`config.mk`:
```
export PLATFORM = sky130hd
export DESIGN_NAME = ps2_host_tx
export DESIGN_NICKNAME = d
export VERILOG_FILES = /design/src/rtl/ps2_pkg.sv /design/src/rtl/ps2_line_filter.sv /design/src/rtl/ps2_host_tx.sv
export SDC_FILE = /design/constraint.sdc
export NUM_CORES = 1
export LEC_CHECK = 0
export ABC_AREA = 1
export BUFFER_PORTS_ARGS = -buffer_cell sky130_fd_sc_hd__buf_2
export CAP_MARGIN = 10
export CORE_MARGIN = 1
export CORE_UTILIZATION = 58
export DETAILED_ROUTE_END_ITERATION = 8
export HOLD_SLACK_MARGIN = 0.12
export PLACE_DENSITY_LB_ADDON = 0.3
export SYNTH_ARGS = -nofsm -noshare
export SYNTH_HDL_FRONTEND = slang
export SYNTH_HIERARCHICAL = 1
export SYNTH_SLANG_ARGS = --single-unit
```
`constraint.sdc`:
```
create_clock -name clk -period 4.4 [get_ports clk]
set_input_delay 0 -clock clk [delete_from_list [all_inputs] [get_ports clk]]
set_output_delay 0 -clock clk [all_outputs]
set_load 0.01 [all_outputs]
```
`src/rtl/ps2_pkg.sv`:
```
// Shared PS/2 definitions: FSM encodings, frame size, default timing and parity helper.
// Used by the host transmitter and the frame receiver.
package ps2_pkg;

  localparam logic [2:0] ST_IDLE      = 3'd0;
  localparam logic [2:0] ST_INHIBIT   = 3'd1;
  localparam logic [2:0] ST_REQ       = 3'd2;
  localparam logic [2:0] ST_SHIFT     = 3'd3;
  localparam logic [2:0] ST_ACK       = 3'd4;
  localparam logic [2:0] ST_WAIT_IDLE = 3'd5;

  localparam int FRAME_BITS = 11;

  localparam int DEF_INHIBIT_CYCLES = 12000;
  localparam int DEF_START_TIMEOUT  = 1500000;
  localparam int DEF_BIT_TIMEOUT    = 200000;
  localparam int DEF_FILTER_LEN     = 8;

  function automatic logic odd_parity(input logic [7:0] d);
    return ~^d;
  endfunction

  function automatic int max3(input int a, input int b, input int c);
    int m;
    m = (a > b) ? a : b;
    return (m > c) ? m : c;
  endfunction

endpackage

```
`src/rtl/ps2_line_filter.sv`:
```
// 2-FF synchronizer plus FILTER_LEN-sample glitch filter; lvl lags the pin by 2+FILTER_LEN cycles.
// fall is a 1-cycle strobe on the filtered 1->0 transition; no backpressure.
module ps2_line_filter
  import ps2_pkg::*;
#(
  parameter int FILTER_LEN = DEF_FILTER_LEN
) (
  input  logic clk,
  input  logic rst_n,
  input  logic pin,
  output logic lvl,
  output logic fall
);

  localparam int CW = $clog2(FILTER_LEN + 1);

  logic [1:0]    sync;
  logic [CW-1:0] cnt;

  always_ff @(posedge clk) begin
    if (!rst_n) begin
      sync <= 2'b11;
      cnt  <= '0;
      lvl  <= 1'b1;
      fall <= 1'b0;
    end else begin
      sync <= {sync[0], pin};
      fall <= 1'b0;
      // any sample agreeing with the current level restarts the run
      if (sync[1] == lvl) begin
        cnt <= '0;
      end else if (cnt == CW'(FILTER_LEN - 1)) begin
        cnt  <= '0;
        lvl  <= sync[1];
        fall <= lvl;
      end else begin
        cnt <= cnt + 1'b1;
      end
    end
  end

endmodule

```
`src/rtl/ps2_host_tx.sv`:
```
// PS/2 host-to-device transmitter: inhibit, request-to-send, 11-clock frame, ACK check.
// One byte in flight; tx_ready only in IDLE, tx_valid otherwise ignored; done/err pulse once per byte.
module ps2_host_tx
  import ps2_pkg::*;
#(
  parameter int INHIBIT_CYCLES = DEF_INHIBIT_CYCLES,
  parameter int START_TIMEOUT  = DEF_START_TIMEOUT,
  parameter int BIT_TIMEOUT    = DEF_BIT_TIMEOUT,
  parameter int FILTER_LEN     = DEF_FILTER_LEN
) (
  input  logic       clk,
  input  logic       rst_n,
  input  logic [7:0] tx_data,
  input  logic       tx_valid,
  output logic       tx_ready,
  output logic       busy,
  output logic       tx_done,
  output logic       tx_err,
  input  logic       ps2_clk_in,
  input  logic       ps2_data_in,
  output logic       ps2_clk_oe,
  output logic       ps2_data_oe
);

  localparam int TW = $clog2(max3(INHIBIT_CYCLES, START_TIMEOUT, BIT_TIMEOUT) + 1);

  logic [2:0]    st;
  logic [9:0]    sh;
  logic [3:0]    bc;
  logic [TW-1:0] tmr;
  logic          ack_ok;
  logic          tmr_zero;

  logic clk_f, clk_fall;
  logic data_f, data_fall_unused;

  ps2_line_filter #(.FILTER_LEN(FILTER_LEN)) u_clk_filt (
    .clk   (clk),
    .rst_n (rst_n),
    .pin   (ps2_clk_in),
    .lvl   (clk_f),
    .fall  (clk_fall)
  );

  ps2_line_filter #(.FILTER_LEN(FILTER_LEN)) u_data_filt (
    .clk   (clk),
    .rst_n (rst_n),
    .pin   (ps2_data_in),
    .lvl   (data_f),
    .fall  (data_fall_unused)
  );

  assign tx_ready = (st == ST_IDLE);
  assign busy     = ~tx_ready;
  assign tmr_zero = (tmr == '0);

  always_ff @(posedge clk) begin
    if (!rst_n) begin
      st          <= ST_IDLE;
      sh          <= '0;
      bc          <= '0;
      tmr         <= '0;
      ack_ok      <= 1'b0;
      tx_done     <= 1'b0;
      tx_err      <= 1'b0;
      ps2_clk_oe  <= 1'b0;
      ps2_data_oe <= 1'b0;
    end else begin
      tx_done <= 1'b0;
      tx_err  <= 1'b0;
      if (!tmr_zero) tmr <= tmr - 1'b1;

      case (st)
        ST_IDLE: begin
          if (tx_valid) begin
            sh          <= {1'b1, odd_parity(tx_data), tx_data};
            bc          <= '0;
            tmr         <= TW'(INHIBIT_CYCLES);
            ps2_clk_oe  <= 1'b1;
            ps2_data_oe <= 1'b0;
            st          <= ST_INHIBIT;
          end
        end
        ST_INHIBIT: begin
          // start bit goes down one cycle before the clock is released
          if (ps2_data_oe) begin
            ps2_clk_oe <= 1'b0;
            tmr        <= TW'(START_TIMEOUT);
            st         <= ST_REQ;
          end else if (tmr_zero) begin
            ps2_data_oe <= 1'b1;
          end
        end
        ST_REQ: begin
          if (clk_fall) begin
            ps2_data_oe <= ~sh[0];
            bc          <= 4'd1;
            tmr         <= TW'(BIT_TIMEOUT);
            st          <= ST_SHIFT;
          end else if (tmr_zero) begin
            ps2_clk_oe  <= 1'b0;
            ps2_data_oe <= 1'b0;
            tx_err      <= 1'b1;
            st          <= ST_IDLE;
          end
        end
        ST_SHIFT: begin
          if (clk_fall) begin
            tmr <= TW'(BIT_TIMEOUT);
            if (bc == 4'(FRAME_BITS - 1)) begin
              st <= ST_ACK;
            end else begin
              ps2_data_oe <= ~sh[bc];
              bc          <= bc + 1'b1;
            end
          end else if (tmr_zero) begin
            ps2_clk_oe  <= 1'b0;
            ps2_data_oe <= 1'b0;
            tx_err      <= 1'b1;
            st          <= ST_IDLE;
          end
        end
        ST_ACK: begin
          ack_ok <= ~data_f;
          tmr    <= TW'(BIT_TIMEOUT);
          st     <= ST_WAIT_IDLE;
        end
        ST_WAIT_IDLE: begin
          ps2_clk_oe  <= 1'b0;
          ps2_data_oe <= 1'b0;
          if (clk_f && data_f) begin
            tx_done <= ack_ok;
            tx_err  <= ~ack_ok;
            st      <= ST_IDLE;
          end else if (tmr_zero) begin
            tx_err <= 1'b1;
            st     <= ST_IDLE;
          end
        end
        default: begin
          ps2_clk_oe  <= 1'b0;
          ps2_data_oe <= 1'b0;
          st          <= ST_IDLE;
        end
      endcase
    end
  end

endmodule

```
-- Yosys cells after proc, flatten, opt, wreduce, memory -nomap -nowiden
Index checks and enable logic that the tools add are counted.
- flip-flop bits (word level): 58
- bits of input ports: 13
- output and inout bits: 6
- $add $sub $neg: 4
- magnitude comparators: 1
- muxes and demuxes: 36
- equal/unequal tests: 19
- bitwise logic cells: 10
- reductions and logical operators: 17
- operator list (cell ; count):
    $mux W21 ; 4
    $pmux W21 S4 ; 1
    $logic_not A21 Y1 ; 1
    $mux W3 ; 7
    $sub A21 B1 Y21 const B ; 1
    $pmux W3 S6 ; 1
    $mux W4 ; 4
    $mux W1 ; 14
    $add A4 B1 Y4 const B ; 3
    $pmux W4 S3 ; 1
    $not A1 Y1 ; 10
    $reduce_and A5 Y1 ; 2
    $reduce_and A3 Y1 ; 3
    $reduce_or A3 Y1 ; 3
    $eq A4 B3 Y1 const B ; 2
    $ne A2 B2 Y1 const B ; 4
    $reduce_xnor A8 Y1 ; 1
    $eq A3 B2 Y1 const B ; 2
    $eq A3 B3 Y1 const B ; 2
    $ne A2 B1 Y1 const B ; 3
    $ne A3 B3 Y1 const B ; 2
    $reduce_and A2 Y1 ; 3
    $lt A4 B5 Y1 const B ; 1
    $pmux W1 S5 ; 1
    10 further kinds ; 11

-- Longest topological paths before layout
- depth after elaboration: 6
- depth in mapped cells: 12
- depth with buffers taken out: 11

-- By module
Netlist, hierarchy kept.
- by module, submodules not included (module ; area each (µm²) ; cells each ; times used):
    ps2_host_tx ; 2498.6 ; 362 ; 1
    ps2_line_filter ; 291.5 ; 32 ; 2

-- Least setup slack after synthesis
Ideal clock, no wire load.
- path type: register to register
- start point: register tmr[0]
- end point: register tmr[19]
- setup time: 118 ps
- stages on the path, launching flop included: 11
- arrival: 1504 ps
- setup slack: 2778 ps
- path through: dfxtp_1 inv_1 ha_1 nand2_2 nor2_2 nand4_2 nand2_1 nor2_1 nand2_1 xor2_1 nor2_1
- word-level cells in the longest chain between the ends: 4
- RTL lines (item ; RTL line ; text):
    from (decl) ; ps2_host_tx.sv:30 ; logic [TW-1:0] tmr;
    from (signal assigned) ; ps2_host_tx.sv:71 ; if (!tmr_zero) tmr <= tmr - 1'b1;
    from (signal assigned) ; ps2_host_tx.sv:78 ; tmr <= TW'(INHIBIT_CYCLES);
    from (signal assigned) ; ps2_host_tx.sv:88 ; tmr <= TW'(START_TIMEOUT);
    $sub A21 B1 Y21 / $logic_not A21 Y1 (equally long branches) ; ps2_host_tx.sv:71, ps2_host_tx.sv:55 ;
    $mux W21 * ; ps2_host_tx.sv:71 ;
    $mux W21 (on tied branches) ; -- ;
    $pmux W21 S4 * ; ps2_host_tx.sv:73 ; case (st)
Mark *: on every way between the ends. The rest lies on a longest branch, timed or not.
A chain may end at the register's enable or synchronous reset.

-- Worst setup path in the final report
- start point: register st[1]
- end point: register sh[3]
- word-level cells in the longest chain between the ends: 2
- RTL lines (item ; RTL line ; text):
    from (decl) ; ps2_host_tx.sv:27 ; logic [2:0] st;
    from (signal assigned) ; ps2_host_tx.sv:59 ; st <= ST_IDLE;
    from (signal assigned) ; ps2_host_tx.sv:81 ; st <= ST_INHIBIT;
    from (signal assigned) ; ps2_host_tx.sv:89 ; st <= ST_REQ;
    $logic_not A3 Y1 ; ps2_host_tx.sv:73 ;
    $reduce_and A2 Y1 (no line) ; -- ;
    to (signal assigned) ; ps2_host_tx.sv:76 ; sh <= {1'b1, odd_parity(tx_data), tx_data};
    to (decl) ; ps2_host_tx.sv:28 ; logic [9:0] sh;
Every way passes these cells.

==> impl_metrics.ini <==
[clock_tree]
clk_latency_ps = 330
cts_root_buf = clkbuf_8
cts_buffers = 9
clockBufferDepth = 2
cts_tree = built
ctsHoldBuffers = 19
clk_pin_slew_ps = 70
cts-resized-gates = 0
cts.sinks = 58
cts_setup_buffers = 0
cts-htree-levels = 3

[critical_path]
worstPathArrival_ps = 2590
path_class = reg -> reg
timing.rr.end = sh[3]
required_ps = 4590
r2r_slack_ps = 2000
worstRegToRegCells = 7
cp-startpoint = st[1]
endpoint = sh[3]
worst_setup_path_end_kind = register
start_kind = register
reg2reg_from = st[1]
cp_max_fo = 22

[global_route]
grt_pass1_vias = 2809
grt_start_max_net_pins = 23
antenna_found_initial = 0
track_usage_pct = 29.6
grt_pass1_wl_um = 12400
grt_overflow = 0

[outcome]
status = finished, final reports clean

[power]
power_switching_share_pct = 42.0
pwr-share-seq_pct = 31.6
powerDensity_nw_per_um2 = 648
p_clk_share_pct = 25.7
ir_drop_uv = 458
leakagePower_nw = 1.59
combPwrFrac_pct = 42.7
total_power_mw = 2.35
p_int_mw = 1.36
p_sw_uw = 989

[placement]
place_ws_ps = 2360
port_buffers = 18
dpl.hpwl_um = 5070
gp_congestion = 0.981
place_area_sq_um = 3200

[routing]
ant_nets = 0
remaining_drc_errors = 0
via_count = 2950
routed_wl_um = 7460
drtIter0Drc = 197
drtPass1Iterations = 4
routed_via_density = 5.47
wl_per_cell_um = 13.8

[cells_and_area]
syn2layout_area_growth_pct = 19.0
drive_gt1_share_pct = 15.1
stdcell_area_sq_um = 3630
fin_nets = 482
nFillCells = 418
final_cell_mix = nand2_1, dfxtp_1, nor2_1, inv_1, nand3_1
insertedDiodeCount = 0
final_common_cell = nand2_1

[floorplanning]
row_count = 26
core_region_area_sq_um = 5070
start_util_pct = 60.2
die-area_sq_um = 5560
die_x_um = 74.6
io-pin-count = 19
chipHeight_um = 74.6

[timing]
skew_ps = 4.73
hold_ws_ps = 170
grt_setup_unrepaired = no
tightestPinTransition_ps = 692
slew_viol_final = 0
fin_ws_ps = 2000
tns_ps = 0
post-route-period-util_pct = 54.6
hold_viol_final = 0
fmax_ghz = 0.416
setup_viol = 0
fin_crit_ps = 2400
slew-limit-headroom_pct = 53.8

[run]
maxCapViolCount = 0

[synth]
synth_area_sq_um = 3050
yosysWarnings = 6
syn_nets = 441
syn_area_per_cell_sq_um = 7.22
synthCells = 423

[hold_path]
hp-class = in -> reg
==> power groups by stage <==
stage	Clock (mW)	Sequential, mW	Combinational (mW)
2_1_floorplan	0	0.718	0.772
3_3_place_gp	0	0.748	0.942
3_5_place_dp	0	0.751	0.948
4_1_cts	0.610	0.741	0.978
5_1_grt	0.637	0.755	1.11
6_report	0.605	0.744	1.00
==> critical path, cell delays in order, from the launching register on <==
cell	delay (ps)
dfxtp_1	360
nor2_2	180
inv_2	90
nor2_4	170
nand2_1	420
o21ai_0	380
dlygate4sd3_1	600
a21oi_1	50
==> per-stage QoR <==
stage	cells	utilization [%]
2_1_floorplan	423	-
3_3_place_gp	504	63.1
3_5_place_dp	504	63.1
4_1_cts	539	71.6
5_1_grt	539	71.6
6_report	539	71.6
==> cell type report <==
cell class                 count  area (sq um)  share of cell area [%]
clock buffer                  10           128                    3.51
clock inverter                 6           115                    3.17
inverter                      55           206                    5.68
multi-input combinational    303          1660                    45.6
sequential                    58          1160                    31.9
tap                           70          87.6                    2.41
timing repair buffer          37           280                    7.71
==> worst min-delay path by stage <==
| stage | endpoint | start | cells past startpoint |
|---|---|---|---|
| after floorplan | u_data_filt/lvl | rst_n | 1 |
| after global placement | u_data_filt/sync[0] | ps2_data_in | 2 |
| after detailed placement | u_clk_filt/sync[0] | ps2_clk_in | 2 |
| after CTS | ps2_data_oe | tx_valid | 6 |
| after global routing | ps2_data_oe | tx_valid | 6 |
| final | ps2_data_oe | tx_valid | 6 |
==> per-layer routing <==
metal	part of all wire (%)	global-route usage, %
met3	5.9	7.99
met1	41	33.2
met4	2.7	12.8
met5	0	0
met2	50	52.6
==> registers in the layout (all words and copies together) (netlist names), 2 cells and up <==
name              count
tmr                  21
st                    3
u_data_filt/sync      2
u_clk_filt/sync       2
u_data_filt/cnt       4
sh                   10
bc                    4
u_clk_filt/cnt        4
Power figures use the tool's default switching activity.
